==> src/rtl/mc_ctrl_fsm_pkg.sv <==
`default_nettype none
// ------------------------------------------------------------------
// mc_ctrl_fsm_pkg : states, writeback selects, instruction classes
//                   and opcode constants for the multicycle control
// Rev 1.0
// ------------------------------------------------------------------
package mc_ctrl_fsm_pkg;

    typedef enum logic [2:0] {
        ST_F   = 3'd0,
        ST_D   = 3'd1,
        ST_E   = 3'd2,
        ST_M   = 3'd3,
        ST_W   = 3'd4,
        ST_ERR = 3'd5
    } ctrl_state_t;

    typedef enum logic [1:0] {
        WB_ALU  = 2'd0,
        WB_MEM  = 2'd1,
        WB_LINK = 2'd2
    } wb_sel_t;

    typedef enum logic [2:0] {
        CLS_NOP     = 3'd0,
        CLS_JUMP    = 3'd1,
        CLS_JAL     = 3'd2,
        CLS_BRANCH  = 3'd3,
        CLS_ALU     = 3'd4,
        CLS_LOAD    = 3'd5,
        CLS_STORE   = 3'd6,
        CLS_ILLEGAL = 3'd7
    } instr_class_t;

    localparam logic [5:0] F6_RTYPE = 6'h00;
    localparam logic [5:0] F6_J     = 6'h02;
    localparam logic [5:0] F6_JAL   = 6'h03;
    localparam logic [5:0] F6_BEQ   = 6'h04;
    localparam logic [5:0] F6_BNE   = 6'h05;
    localparam logic [5:0] F6_ADDI  = 6'h08;
    localparam logic [5:0] F6_ORI   = 6'h0D;
    localparam logic [5:0] F6_LUI   = 6'h0F;
    localparam logic [5:0] F6_LW    = 6'h23;
    localparam logic [5:0] F6_SW    = 6'h2B;

    localparam logic [5:0] FN_ADD   = 6'h20;
    localparam logic [5:0] FN_SUB   = 6'h22;
    localparam logic [5:0] FN_AND   = 6'h24;
    localparam logic [5:0] FN_OR    = 6'h25;
    localparam logic [5:0] FN_SLT   = 6'h2A;

    localparam int unsigned N_STAGES = 5;

    // ERR deliberately maps to all-zero so nothing in the datapath advances.
    function automatic logic [N_STAGES-1:0] stage_onehot(input ctrl_state_t s);
        logic [N_STAGES-1:0] en;
        en = '0;
        case (s)
            ST_F:    en = 5'b00001;
            ST_D:    en = 5'b00010;
            ST_E:    en = 5'b00100;
            ST_M:    en = 5'b01000;
            ST_W:    en = 5'b10000;
            default: en = 5'b00000;
        endcase
        return en;
    endfunction

endpackage
`default_nettype wire

==> src/rtl/mc_ctrl_fsm_if.sv <==
`default_nettype none
// ------------------------------------------------------------------
// mc_ctrl_fsm_if : memory handshake and datapath control bundle
// Rev 1.0
// ------------------------------------------------------------------
interface mc_ctrl_fsm_if #(
    parameter int unsigned CNT_W = 32
) ();

    logic             imem_resp_valid;
    logic [31:0]      imem_resp_data;
    logic             dmem_resp_valid;
    logic             imem_req;
    logic             dmem_req;
    logic [31:0]      ir;
    logic [4:0]       stage_en;
    logic [1:0]       wb_sel;
    logic             retire;
    logic             illegal;
    logic             err;
    logic [CNT_W-1:0] cnt_cycle;
    logic [CNT_W-1:0] cnt_instret;

    modport master (
        input  imem_resp_valid, imem_resp_data, dmem_resp_valid,
        output imem_req, dmem_req, ir, stage_en, wb_sel,
               retire, illegal, err, cnt_cycle, cnt_instret
    );

    modport slave (
        output imem_resp_valid, imem_resp_data, dmem_resp_valid,
        input  imem_req, dmem_req, ir, stage_en, wb_sel,
               retire, illegal, err, cnt_cycle, cnt_instret
    );

endinterface
`default_nettype wire

==> src/rtl/mc_ctrl_fsm_instr_class.sv <==
`default_nettype none
// ------------------------------------------------------------------
// mc_instr_class : combinational opcode/func classifier with legality
// Rev 1.0
// ------------------------------------------------------------------
module mc_instr_class
    import mc_ctrl_fsm_pkg::*;
#(
    parameter bit EN_JAL = 1'b1
) (
    input  logic [31:0]  ir_i,
    output instr_class_t cls_o,
    output logic         legal_o
);

    logic [5:0] w_op;
    logic [5:0] w_fn;

    assign w_op = ir_i[31:26];
    assign w_fn = ir_i[5:0];

    always_comb begin
        cls_o   = CLS_ILLEGAL;
        legal_o = 1'b0;
        // The all-zero word is an SLL encoding, but it is treated as a NOP ahead of R-type decode.
        if (ir_i == 32'h0) begin
            cls_o = CLS_NOP;
        end else begin
            case (w_op)
                F6_RTYPE: begin
                    case (w_fn)
                        FN_ADD, FN_SUB, FN_AND, FN_OR, FN_SLT: cls_o = CLS_ALU;
                        default:                               cls_o = CLS_ILLEGAL;
                    endcase
                end
                F6_J:                     cls_o = CLS_JUMP;
                F6_JAL:                   cls_o = EN_JAL ? CLS_JAL : CLS_ILLEGAL;
                F6_BEQ, F6_BNE:           cls_o = CLS_BRANCH;
                F6_ADDI, F6_ORI, F6_LUI:  cls_o = CLS_ALU;
                F6_LW:                    cls_o = CLS_LOAD;
                F6_SW:                    cls_o = CLS_STORE;
                default:                  cls_o = CLS_ILLEGAL;
            endcase
        end
        legal_o = (cls_o != CLS_ILLEGAL);
    end

endmodule
`default_nettype wire

==> src/rtl/mc_ctrl_fsm.sv <==
`default_nettype none
// ------------------------------------------------------------------
// mc_ctrl_fsm : multicycle F/D/E/M/W sequencer with memory handshakes,
//               wait timeout, sticky error and performance counters
// Rev 1.0
// ------------------------------------------------------------------
module mc_ctrl_fsm
    import mc_ctrl_fsm_pkg::*;
#(
    parameter bit          EN_JAL  = 1'b1,
    parameter int unsigned TIMEOUT = 16,
    parameter int unsigned CNT_W   = 32
) (
    input  logic             clk,
    input  logic             reset,
    mc_ctrl_fsm_if.master    ctrl_if
);

    localparam int unsigned WAIT_W = (TIMEOUT < 2) ? 1 : $clog2(TIMEOUT + 1);
    localparam logic [WAIT_W-1:0] WAIT_LAST = WAIT_W'((TIMEOUT == 0) ? 0 : TIMEOUT - 1);

    ctrl_state_t      state_q,       state_d;
    logic [31:0]      ir_q,          ir_d;
    wb_sel_t          wb_sel_q,      wb_sel_d;
    logic             retire_q,      retire_d;
    logic             illegal_q,     illegal_d;
    logic             err_q,         err_d;
    logic [WAIT_W-1:0] wait_q,       wait_d;
    logic [CNT_W-1:0] cnt_cycle_q,   cnt_cycle_d;
    logic [CNT_W-1:0] cnt_instret_q, cnt_instret_d;

    instr_class_t     w_cls;
    logic             w_legal;
    logic             w_tmo_hit;

    mc_instr_class #(
        .EN_JAL (EN_JAL)
    ) u_instr_class (
        .ir_i    (ir_q),
        .cls_o   (w_cls),
        .legal_o (w_legal)
    );

    // Expiry is judged on the cycle whose increment would reach TIMEOUT; a valid in that cycle still wins.
    assign w_tmo_hit = (TIMEOUT != 0) && (wait_q == WAIT_LAST);

    always_comb begin
        state_d   = state_q;
        ir_d      = ir_q;
        wb_sel_d  = wb_sel_q;
        retire_d  = 1'b0;
        illegal_d = 1'b0;
        err_d     = err_q;
        wait_d    = wait_q;

        unique case (state_q)
            ST_F: begin
                if (ctrl_if.imem_resp_valid) begin
                    ir_d    = ctrl_if.imem_resp_data;
                    state_d = ST_D;
                end else if (w_tmo_hit) begin
                    state_d = ST_ERR;
                    err_d   = 1'b1;
                end else if (TIMEOUT != 0) begin
                    wait_d = wait_q + WAIT_W'(1);
                end
            end
            ST_D: begin
                if (!w_legal) begin
                    state_d   = ST_F;
                    illegal_d = 1'b1;
                end else begin
                    case (w_cls)
                        CLS_NOP, CLS_JUMP: begin
                            state_d  = ST_F;
                            retire_d = 1'b1;
                        end
                        CLS_JAL: begin
                            state_d  = ST_W;
                            wb_sel_d = WB_LINK;
                        end
                        default: state_d = ST_E;
                    endcase
                end
            end
            ST_E: begin
                case (w_cls)
                    CLS_BRANCH: begin
                        state_d  = ST_F;
                        retire_d = 1'b1;
                    end
                    CLS_ALU: begin
                        state_d  = ST_W;
                        wb_sel_d = WB_ALU;
                    end
                    CLS_LOAD, CLS_STORE: state_d = ST_M;
                    default:             state_d = ST_F;
                endcase
            end
            ST_M: begin
                if (ctrl_if.dmem_resp_valid) begin
                    if (w_cls == CLS_LOAD) begin
                        state_d  = ST_W;
                        wb_sel_d = WB_MEM;
                    end else begin
                        state_d  = ST_F;
                        retire_d = 1'b1;
                    end
                end else if (w_tmo_hit) begin
                    state_d = ST_ERR;
                    err_d   = 1'b1;
                end else if (TIMEOUT != 0) begin
                    wait_d = wait_q + WAIT_W'(1);
                end
            end
            ST_W: begin
                state_d  = ST_F;
                retire_d = 1'b1;
            end
            ST_ERR: begin
                state_d = ST_ERR;
            end
            default: begin
                state_d = ST_F;
            end
        endcase

        if ((state_d != state_q) && ((state_d == ST_F) || (state_d == ST_M))) begin
            wait_d = '0;
        end
    end

    assign cnt_cycle_d   = (state_q != ST_ERR) ? cnt_cycle_q + CNT_W'(1) : cnt_cycle_q;
    assign cnt_instret_d = retire_d ? cnt_instret_q + CNT_W'(1) : cnt_instret_q;

    always_ff @(posedge clk or posedge reset) begin
        if (reset) begin
            state_q       <= ST_F;
            ir_q          <= '0;
            wb_sel_q      <= WB_ALU;
            retire_q      <= 1'b0;
            illegal_q     <= 1'b0;
            err_q         <= 1'b0;
            wait_q        <= '0;
            cnt_cycle_q   <= '0;
            cnt_instret_q <= '0;
        end else begin
            state_q       <= state_d;
            ir_q          <= ir_d;
            wb_sel_q      <= wb_sel_d;
            retire_q      <= retire_d;
            illegal_q     <= illegal_d;
            err_q         <= err_d;
            wait_q        <= wait_d;
            cnt_cycle_q   <= cnt_cycle_d;
            cnt_instret_q <= cnt_instret_d;
        end
    end

    assign ctrl_if.imem_req    = (state_q == ST_F);
    assign ctrl_if.dmem_req    = (state_q == ST_M);
    assign ctrl_if.stage_en    = stage_onehot(state_q);
    assign ctrl_if.ir          = ir_q;
    assign ctrl_if.wb_sel      = wb_sel_q;
    assign ctrl_if.retire      = retire_q;
    assign ctrl_if.illegal     = illegal_q;
    assign ctrl_if.err         = err_q;
    assign ctrl_if.cnt_cycle   = cnt_cycle_q;
    assign ctrl_if.cnt_instret = cnt_instret_q;

endmodule
`default_nettype wire

==> src/flat_wrapper.sv <==
// flat-port wrapper written by rule: the top's interface ports become plain ports
module mc_ctrl_fsm_flat import mc_ctrl_fsm_pkg::*;
#(
    parameter bit          EN_JAL  = 1'b1,
    parameter int unsigned TIMEOUT = 16,
    parameter int unsigned CNT_W   = 32
)
  (clk, reset, ctrl_if_imem_resp_valid, ctrl_if_imem_resp_data, ctrl_if_dmem_resp_valid, ctrl_if_imem_req, ctrl_if_dmem_req, ctrl_if_ir, ctrl_if_stage_en, ctrl_if_wb_sel, ctrl_if_retire, ctrl_if_illegal, ctrl_if_err, ctrl_if_cnt_cycle, ctrl_if_cnt_instret);
  mc_ctrl_fsm_if #(.CNT_W(CNT_W)) ctrl_if_i ();
  input  logic clk;
  input  logic reset;
  input wire logic [$bits(ctrl_if_i.imem_resp_valid)-1:0] ctrl_if_imem_resp_valid;
  input wire logic [$bits(ctrl_if_i.imem_resp_data)-1:0] ctrl_if_imem_resp_data;
  input wire logic [$bits(ctrl_if_i.dmem_resp_valid)-1:0] ctrl_if_dmem_resp_valid;
  output wire logic [$bits(ctrl_if_i.imem_req)-1:0] ctrl_if_imem_req;
  output wire logic [$bits(ctrl_if_i.dmem_req)-1:0] ctrl_if_dmem_req;
  output wire logic [$bits(ctrl_if_i.ir)-1:0] ctrl_if_ir;
  output wire logic [$bits(ctrl_if_i.stage_en)-1:0] ctrl_if_stage_en;
  output wire logic [$bits(ctrl_if_i.wb_sel)-1:0] ctrl_if_wb_sel;
  output wire logic [$bits(ctrl_if_i.retire)-1:0] ctrl_if_retire;
  output wire logic [$bits(ctrl_if_i.illegal)-1:0] ctrl_if_illegal;
  output wire logic [$bits(ctrl_if_i.err)-1:0] ctrl_if_err;
  output wire logic [$bits(ctrl_if_i.cnt_cycle)-1:0] ctrl_if_cnt_cycle;
  output wire logic [$bits(ctrl_if_i.cnt_instret)-1:0] ctrl_if_cnt_instret;
  assign ctrl_if_i.imem_resp_valid = ctrl_if_imem_resp_valid;
  assign ctrl_if_i.imem_resp_data = ctrl_if_imem_resp_data;
  assign ctrl_if_i.dmem_resp_valid = ctrl_if_dmem_resp_valid;
  assign ctrl_if_imem_req = ctrl_if_i.imem_req;
  assign ctrl_if_dmem_req = ctrl_if_i.dmem_req;
  assign ctrl_if_ir = ctrl_if_i.ir;
  assign ctrl_if_stage_en = ctrl_if_i.stage_en;
  assign ctrl_if_wb_sel = ctrl_if_i.wb_sel;
  assign ctrl_if_retire = ctrl_if_i.retire;
  assign ctrl_if_illegal = ctrl_if_i.illegal;
  assign ctrl_if_err = ctrl_if_i.err;
  assign ctrl_if_cnt_cycle = ctrl_if_i.cnt_cycle;
  assign ctrl_if_cnt_instret = ctrl_if_i.cnt_instret;
  mc_ctrl_fsm #(.EN_JAL(EN_JAL), .TIMEOUT(TIMEOUT), .CNT_W(CNT_W)) u_core (.clk(clk), .reset(reset), .ctrl_if(ctrl_if_i));
endmodule
==> config.mk <==
export PLATFORM = sky130hd
export DESIGN_NAME = mc_ctrl_fsm_flat
export DESIGN_NICKNAME = d
export VERILOG_FILES = /design/src/rtl/mc_ctrl_fsm_pkg.sv /design/src/rtl/mc_ctrl_fsm_if.sv /design/src/rtl/mc_ctrl_fsm_instr_class.sv /design/src/rtl/mc_ctrl_fsm.sv /design/src/flat_wrapper.sv
export SDC_FILE = /design/constraint.sdc
export NUM_CORES = 1
export LEC_CHECK = 0
export ABC_AREA = 0
export CAP_MARGIN = 5
export CELL_PAD_IN_SITES_DETAIL_PLACEMENT = 1
export CELL_PAD_IN_SITES_GLOBAL_PLACEMENT = 1
export CORE_MARGIN = 1
export CORE_UTILIZATION = 30
export CTS_CLUSTER_SIZE = 10
export DETAILED_ROUTE_END_ITERATION = 10
export PLACE_DENSITY = 0.7
export SLEW_MARGIN = 0
export SYNTH_ARGS = -nofsm -noshare
export SYNTH_HDL_FRONTEND = slang
export SYNTH_SLANG_ARGS = --single-unit
==> constraint.sdc <==
create_clock -name clk -period 3.3 [get_ports clk]
set_input_delay 0.66 -clock clk [delete_from_list [all_inputs] [get_ports clk]]
set_output_delay 0.66 -clock clk [all_outputs]
set_load 0.03 [all_outputs]
== Word-level counts from Yosys, hierarchy flattened ==
Cells that the tools add are included.
Word-level totals
  flip-flop bits (word level): 109
  input bits: 36
  logic and storage cells: 105
Cells by class
  add/subtract/negate cells: 3
  equality and inequality tests: 39
  muxes and demuxes: 35
  reduce and logical (&&, ||, !) cells: 19
Operator list (number)
  32-bit by 1-bit adder with 32-bit output (second input constant): 2
  6-bit equality test (second input constant): 7
  32-bit zero test: 1
  5-bit one-hot mux with 5 select lines: 1
  3-bit one-hot mux with 7 select lines: 1
  5-bit two-way mux: 4
  6-bit by 4-bit equality test with 1-bit output (second input constant): 3
  3-bit two-way mux: 6
  3-bit by 2-bit equality test with 1-bit output (second input constant): 5
  3-bit equality test (second input constant): 5
  3-bit one-hot mux with 5 select lines: 1
  6-bit by 2-bit equality test with 1-bit output (second input constant): 2
  6-bit by 3-bit equality test with 1-bit output (second input constant): 2
  2-bit two-way mux: 6
  3-bit one-hot mux with 2 select lines: 2
  1-bit two-way mux: 10
  2-bit != test (second input constant): 5
  5-bit one-hot mux with 2 select lines: 1
  3-bit zero test: 3
  3-bit by 1-bit equality test with 1-bit output (second input constant): 2
  6-bit zero test: 1
  3-bit by 2-bit != test with 1-bit output (second input constant): 2
  3-bit != test (second input constant): 2
  2-bit one-hot mux with 3 select lines: 1
  16 further kinds: 21

== Logic depth before layout (Yosys ltp) ==
  depth after elaboration: 15
  depth in mapped cells: 9
  mapped depth without buffers: 8

== Hierarchy ==
Synthesis repeated with hierarchy kept, for this count alone.
Second synthesis, totals
  cells, all modules: 435
  area total of the unflattened synthesis: 5131.2 um2
By module, submodules not included
  mc_ctrl_fsm: times used 1, cells each 405, area an instance 4888.4 um2, seq. area each 2727.6 um2
  mc_instr_class: times used 1, cells each 30, area an instance 242.7 um2, seq. area each 0.0 um2

== Worst setup path after synthesis ==
Ideal clock, no wire load.
  kind: register to register
  from: register u_core.state_q[2]
  to: register u_core.ir_q[0] (netlist: u_core.ctrl_if.ir[0])
  library setup time: 0.125 ns
  data arrival time: 2.552 ns
  required time: 3.175 ns
  path slack: 0.623 ns
  stages on the path, launching flop included: 7
  buffers on the path: 3
  path through: dfrtp_1 -> clkbuf_1 -> nor3_1 -> and2_1 -> clkbuf_1 -> buf_1 -> mux2_2
Between the ends
  cells in the longest elaborated chain, start to end: 2
RTL lines
  from (decl): RTL line mc_ctrl_fsm.sv:22  | ctrl_state_t state_q, state_d;
  from (signal assigned): RTL line mc_ctrl_fsm.sv:148  | state_q <= state_d;
  3-bit zero test
  via ctrl_if_imem_req: RTL line flat_wrapper.sv:15  | output wire logic [$bits(ctrl_if_i.imem_req)-1:0] ctrl_if_imem_req;
  2-bit AND reduction (no line)
  to (signal assigned): RTL line mc_ctrl_fsm.sv:149  | ir_q <= ir_d;
  to (decl): RTL line mc_ctrl_fsm.sv:23  | logic [31:0] ir_q, ir_d;
The timed path passes the listed nets, and every way through them passes these cells.
A chain may end at the register's enable or synchronous reset.

== Worst setup path after layout ==
  from: register u_core.state_q[0]
  to: output ctrl_if_stage_en[1]
Between the ends
  cells in the longest elaborated chain, start to end: 2
RTL lines
  3-bit equality test (tied with other cells): RTL line mc_ctrl_fsm_pkg.sv:58  | case (s)
  5-bit one-hot mux with 5 select lines *: RTL line mc_ctrl_fsm_pkg.sv:58
  to (decl): RTL line flat_wrapper.sv:18  | output wire logic [$bits(ctrl_if_i.stage_en)-1:0] ctrl_if_stage_en;
Mark *: on every way between the ends. The rest lies on a longest branch, timed or not.

==> results by group <==
Outcome
  – Status: finished, final reports clean

Logic synthesis
  – Sequential element share of the synthesized area: 0.5300
  – Dominant synthesized flop cell: dfrtp_1
  – Count of flip-flops with a built-in enable after synthesis: 0
  – Synth async-reset ratio: 1.000
  – Synth Warn #: 0
  – Synth Register Bits: 109
  – Post-Syn Instances: 447
  – Unique masters post-synth: 55
  – Syn_nets: 487
  – Mapped Avg Cell Area: 11.51 um^2
  – Mapped Area: 5146 um^2

STA
  – Max-slew violations: 0
  – Final setup margin: 0.4677 ns
  – Final setup vio count: 0
  – Final clock skew: 0.01124 ns
  – Slew headroom: 0.5717
  – Total negative slack: 0 ns
  – Setup repair after global routing missed its margin: false
  – Fin crit period: roughly 2.8 ns
  – Hold Vio Cnt, Final: 0
  – Worst Max-Slew Pin Slew: between 0.6 and 0.7 ns
  – Max Fclk: 353.1 MHz
  – Post-route clock period utilization: 0.8583

Detailed routing
  – Post-DRT Antenna Nets: 0
  – WL/cell: 17.34 um
  – WL final: 14110 um
  – DRC: 0
  – Vias: 4013
  – TritonRoute pass-1 iters: 4
  – Number of DRC markers in iteration 0: 127
  – Vias per std cell: 4.930

Final layout
  – Final instance count without filler cells: 814
  – Layout Nets: 629
  – Final design utilization: 0.4271
  – Layout cells sized above 1: 0.1178
  – Synthesis-to-layout area growth: 38.12%
  – Fill count: 1803
  – Number of antenna diodes: 0

Setup path
  – Crit-path max FO: 15
  – Kind of critical path: reg -> out
  – WP data required: 2.64 ns
  – CP endpoint kind: primary output
  – Crit path launch type: flip-flop
  – Worst path arrival time: 2.17 ns

GRT
  – GR Overflow Total: 0
  – Total track usage: 0.1692
  – Vias in the first global route: about 4.4k
  – Initial antenna violation count: 0
  – Largest net degree at the start of global routing: 55
  – First-pass GRT wire length: 23630 um

Clock tree
  – CTS sink cnt: 109
  – CTS root buf: clkbuf_16
  – CTS tree: built
  – Max Buffers Root-to-Sink: 2
  – Clk_lat worst skew: 0.35 ns
  – Reg clk slew, reported paths: 0.08 ns
  – Number of H-tree levels: 3
  – Cts repair resizes: 0
  – Inserted Clock Buffers: 9
  – # hold bufs at CTS: 0
  – Setup Fix Bufs, Post-CTS: 0

Die
  – Core Region: 16640 um^2
  – Row count: between 40 and 50
  – I/O pins: between 100 and 150
  – DIE HEIGHT: ~130 um
  – Die width: 133.0 um
  – Initial Utilization: 0.3092
  – Die Area: 17680 um^2

Power
  – Power Total: 5.492 mW
  – Pwr dens: 772.6 nW/um^2
  – Leak Pwr: 2.879 nW
  – Worst vdd ir: 459.3 uV

Place
  – Detail Placement HPWL: 10250 um
  – Placer Congestion: 0.7863
  – Dpl cells: 798
  – I/O Buffers: 143
  – Place WS: 0.5273 ns

Run
  – Total of max-cap violations: 0

Hold path
  – Hold crit path type: reg -> reg
final cells by class:
type / count / area, um^2 / share of cell area
inverters: 10 / 41.29 / 0.005809
multi-input cells: 311 / 2295 / 0.3228
clock buffers: 11 / 242.7 / 0.03415
repair buffers: 148 / 1481 / 0.2084
clock inverters: 5 / 45.04 / 0.006337
flip-flops and latches: 109 / 2728 / 0.3837
well taps: 220 / 275.3 / 0.03873
registers in the layout, indices dropped and copies added, names as in the netlist:
signal,count
u_core.ctrl_if.wb_sel,2
u_core.ctrl_if.illegal,1
u_core.ctrl_if.cnt_instret,32
u_core.ctrl_if.ir,32
u_core.ctrl_if.err,1
u_core.wait_q,5
u_core.ctrl_if.retire,1
u_core.ctrl_if.cnt_cycle,32
u_core.state_q,3
synthesized netlist by cell type (3+ instances only):
cell,n,area [um^2]
nand2_1,37,138.9
xor2_1,38,332.8
inv_1,9,33.78
nor4b_1,4,35.03
and4_1,4,35.03
mux2_2,31,349.1
nor2_1,24,90.09
mux2i_1,4,40.04
nand2b_1,4,25.02
nand4_1,11,68.82
nor4_2,4,50.05
ha_1,4,50.05
xnor2_1,28,245.2
clkbuf_1,12,45.04
nand3b_1,3,22.52
nand3_1,19,95.09
or3_1,3,18.77
dfrtp_1,109,2728
nor3b_1,3,22.52
a21oi_1,4,20.02
nor3_1,19,95.09
and3_1,17,106.4
nor4_1,9,56.30
and2_1,5,31.28
o21ai_0,4,20.02
where the power goes:
part	internal (mW)	switching (mW)	leakage (nW)
Sequential	1.65	0.424	1.32
Clock	0.544	0.519	0.138
Combinational	1.03	1.32	1.42
path summary, 6_finish.rpt:
check | start | cells after the start | end | slack (ns)
min reg2reg | u_core.ctrl_if.err | 1 | u_core.ctrl_if.err | 0.46
max reg2reg | u_core.ctrl_if.ir[29] | 8 | u_core.ctrl_if.cnt_instret[9] | 0.56
max in group asynchronous | reset | 3 | u_core.ctrl_if.cnt_instret[27] | 1.74
min | u_core.ctrl_if.err | 1 | u_core.ctrl_if.err | 0.46
min in group asynchronous | reset | 2 | u_core.ctrl_if.cnt_cycle[27] | 0.74
max | u_core.state_q[0] | 3 | ctrl_if_stage_en[1] | 0.47
cells by family after synthesis:
| family | Yosys count | synth area share |
|---|---|---|
| compound gates | 24 | 0.04206 |
| xor+xnor | 66 | 0.1123 |
| fa+ha+maj | 4 | 0.009726 |
| buf+inv | 27 | 0.02407 |
| flops | 109 | 0.5300 |
| mux | 36 | 0.07780 |
| simple gates | 181 | 0.2040 |
through the flow:
stage                     hold slack, ns  cell area [um^2]
final                             0.4598              7108
after detailed placement          0.4526              6820
after floorplan                   0.4971              5150
after CTS                         0.4667              7108
after global routing              0.4908              7108
after global placement            0.4582              6820
critical path: stages, from the launching register on:
cell             delay, ns
dfrtp_1               0.63
nand2b_1              0.22
nor2_4                0.22
clkdlybuf4s50_1       0.75
routing by layer:
metal  vias to the layer above  track usage  share of wire
li1                       1851            -              -
met2                       102       0.2801           0.49
met5                         -            0              0
met3                        13      0.04713          0.058
met1                      2047       0.2139           0.44
met4                         0      0.05045          0.013
layout by cell type (no fill, tap or decap), drive strengths merged, types with 3 or more instances in the layout:
cell type	count
a211oi	4
a21oi	4
and2	5
and3	17
and4	4
buf	5
clkbuf	11
clkdlybuf4s50	143
clkinv	3
dfrtp	109
ha	4
inv	10
mux2	32
mux2i	4
nand2	37
nand2b	5
nand3	19
nand3b	3
nand4	11
nor2	26
nor3	20
nor3b	3
nor4	15
nor4b	4
o21ai	4
or3	3
xnor2	28
xor2	38
(Power assumes the default switching activity.)
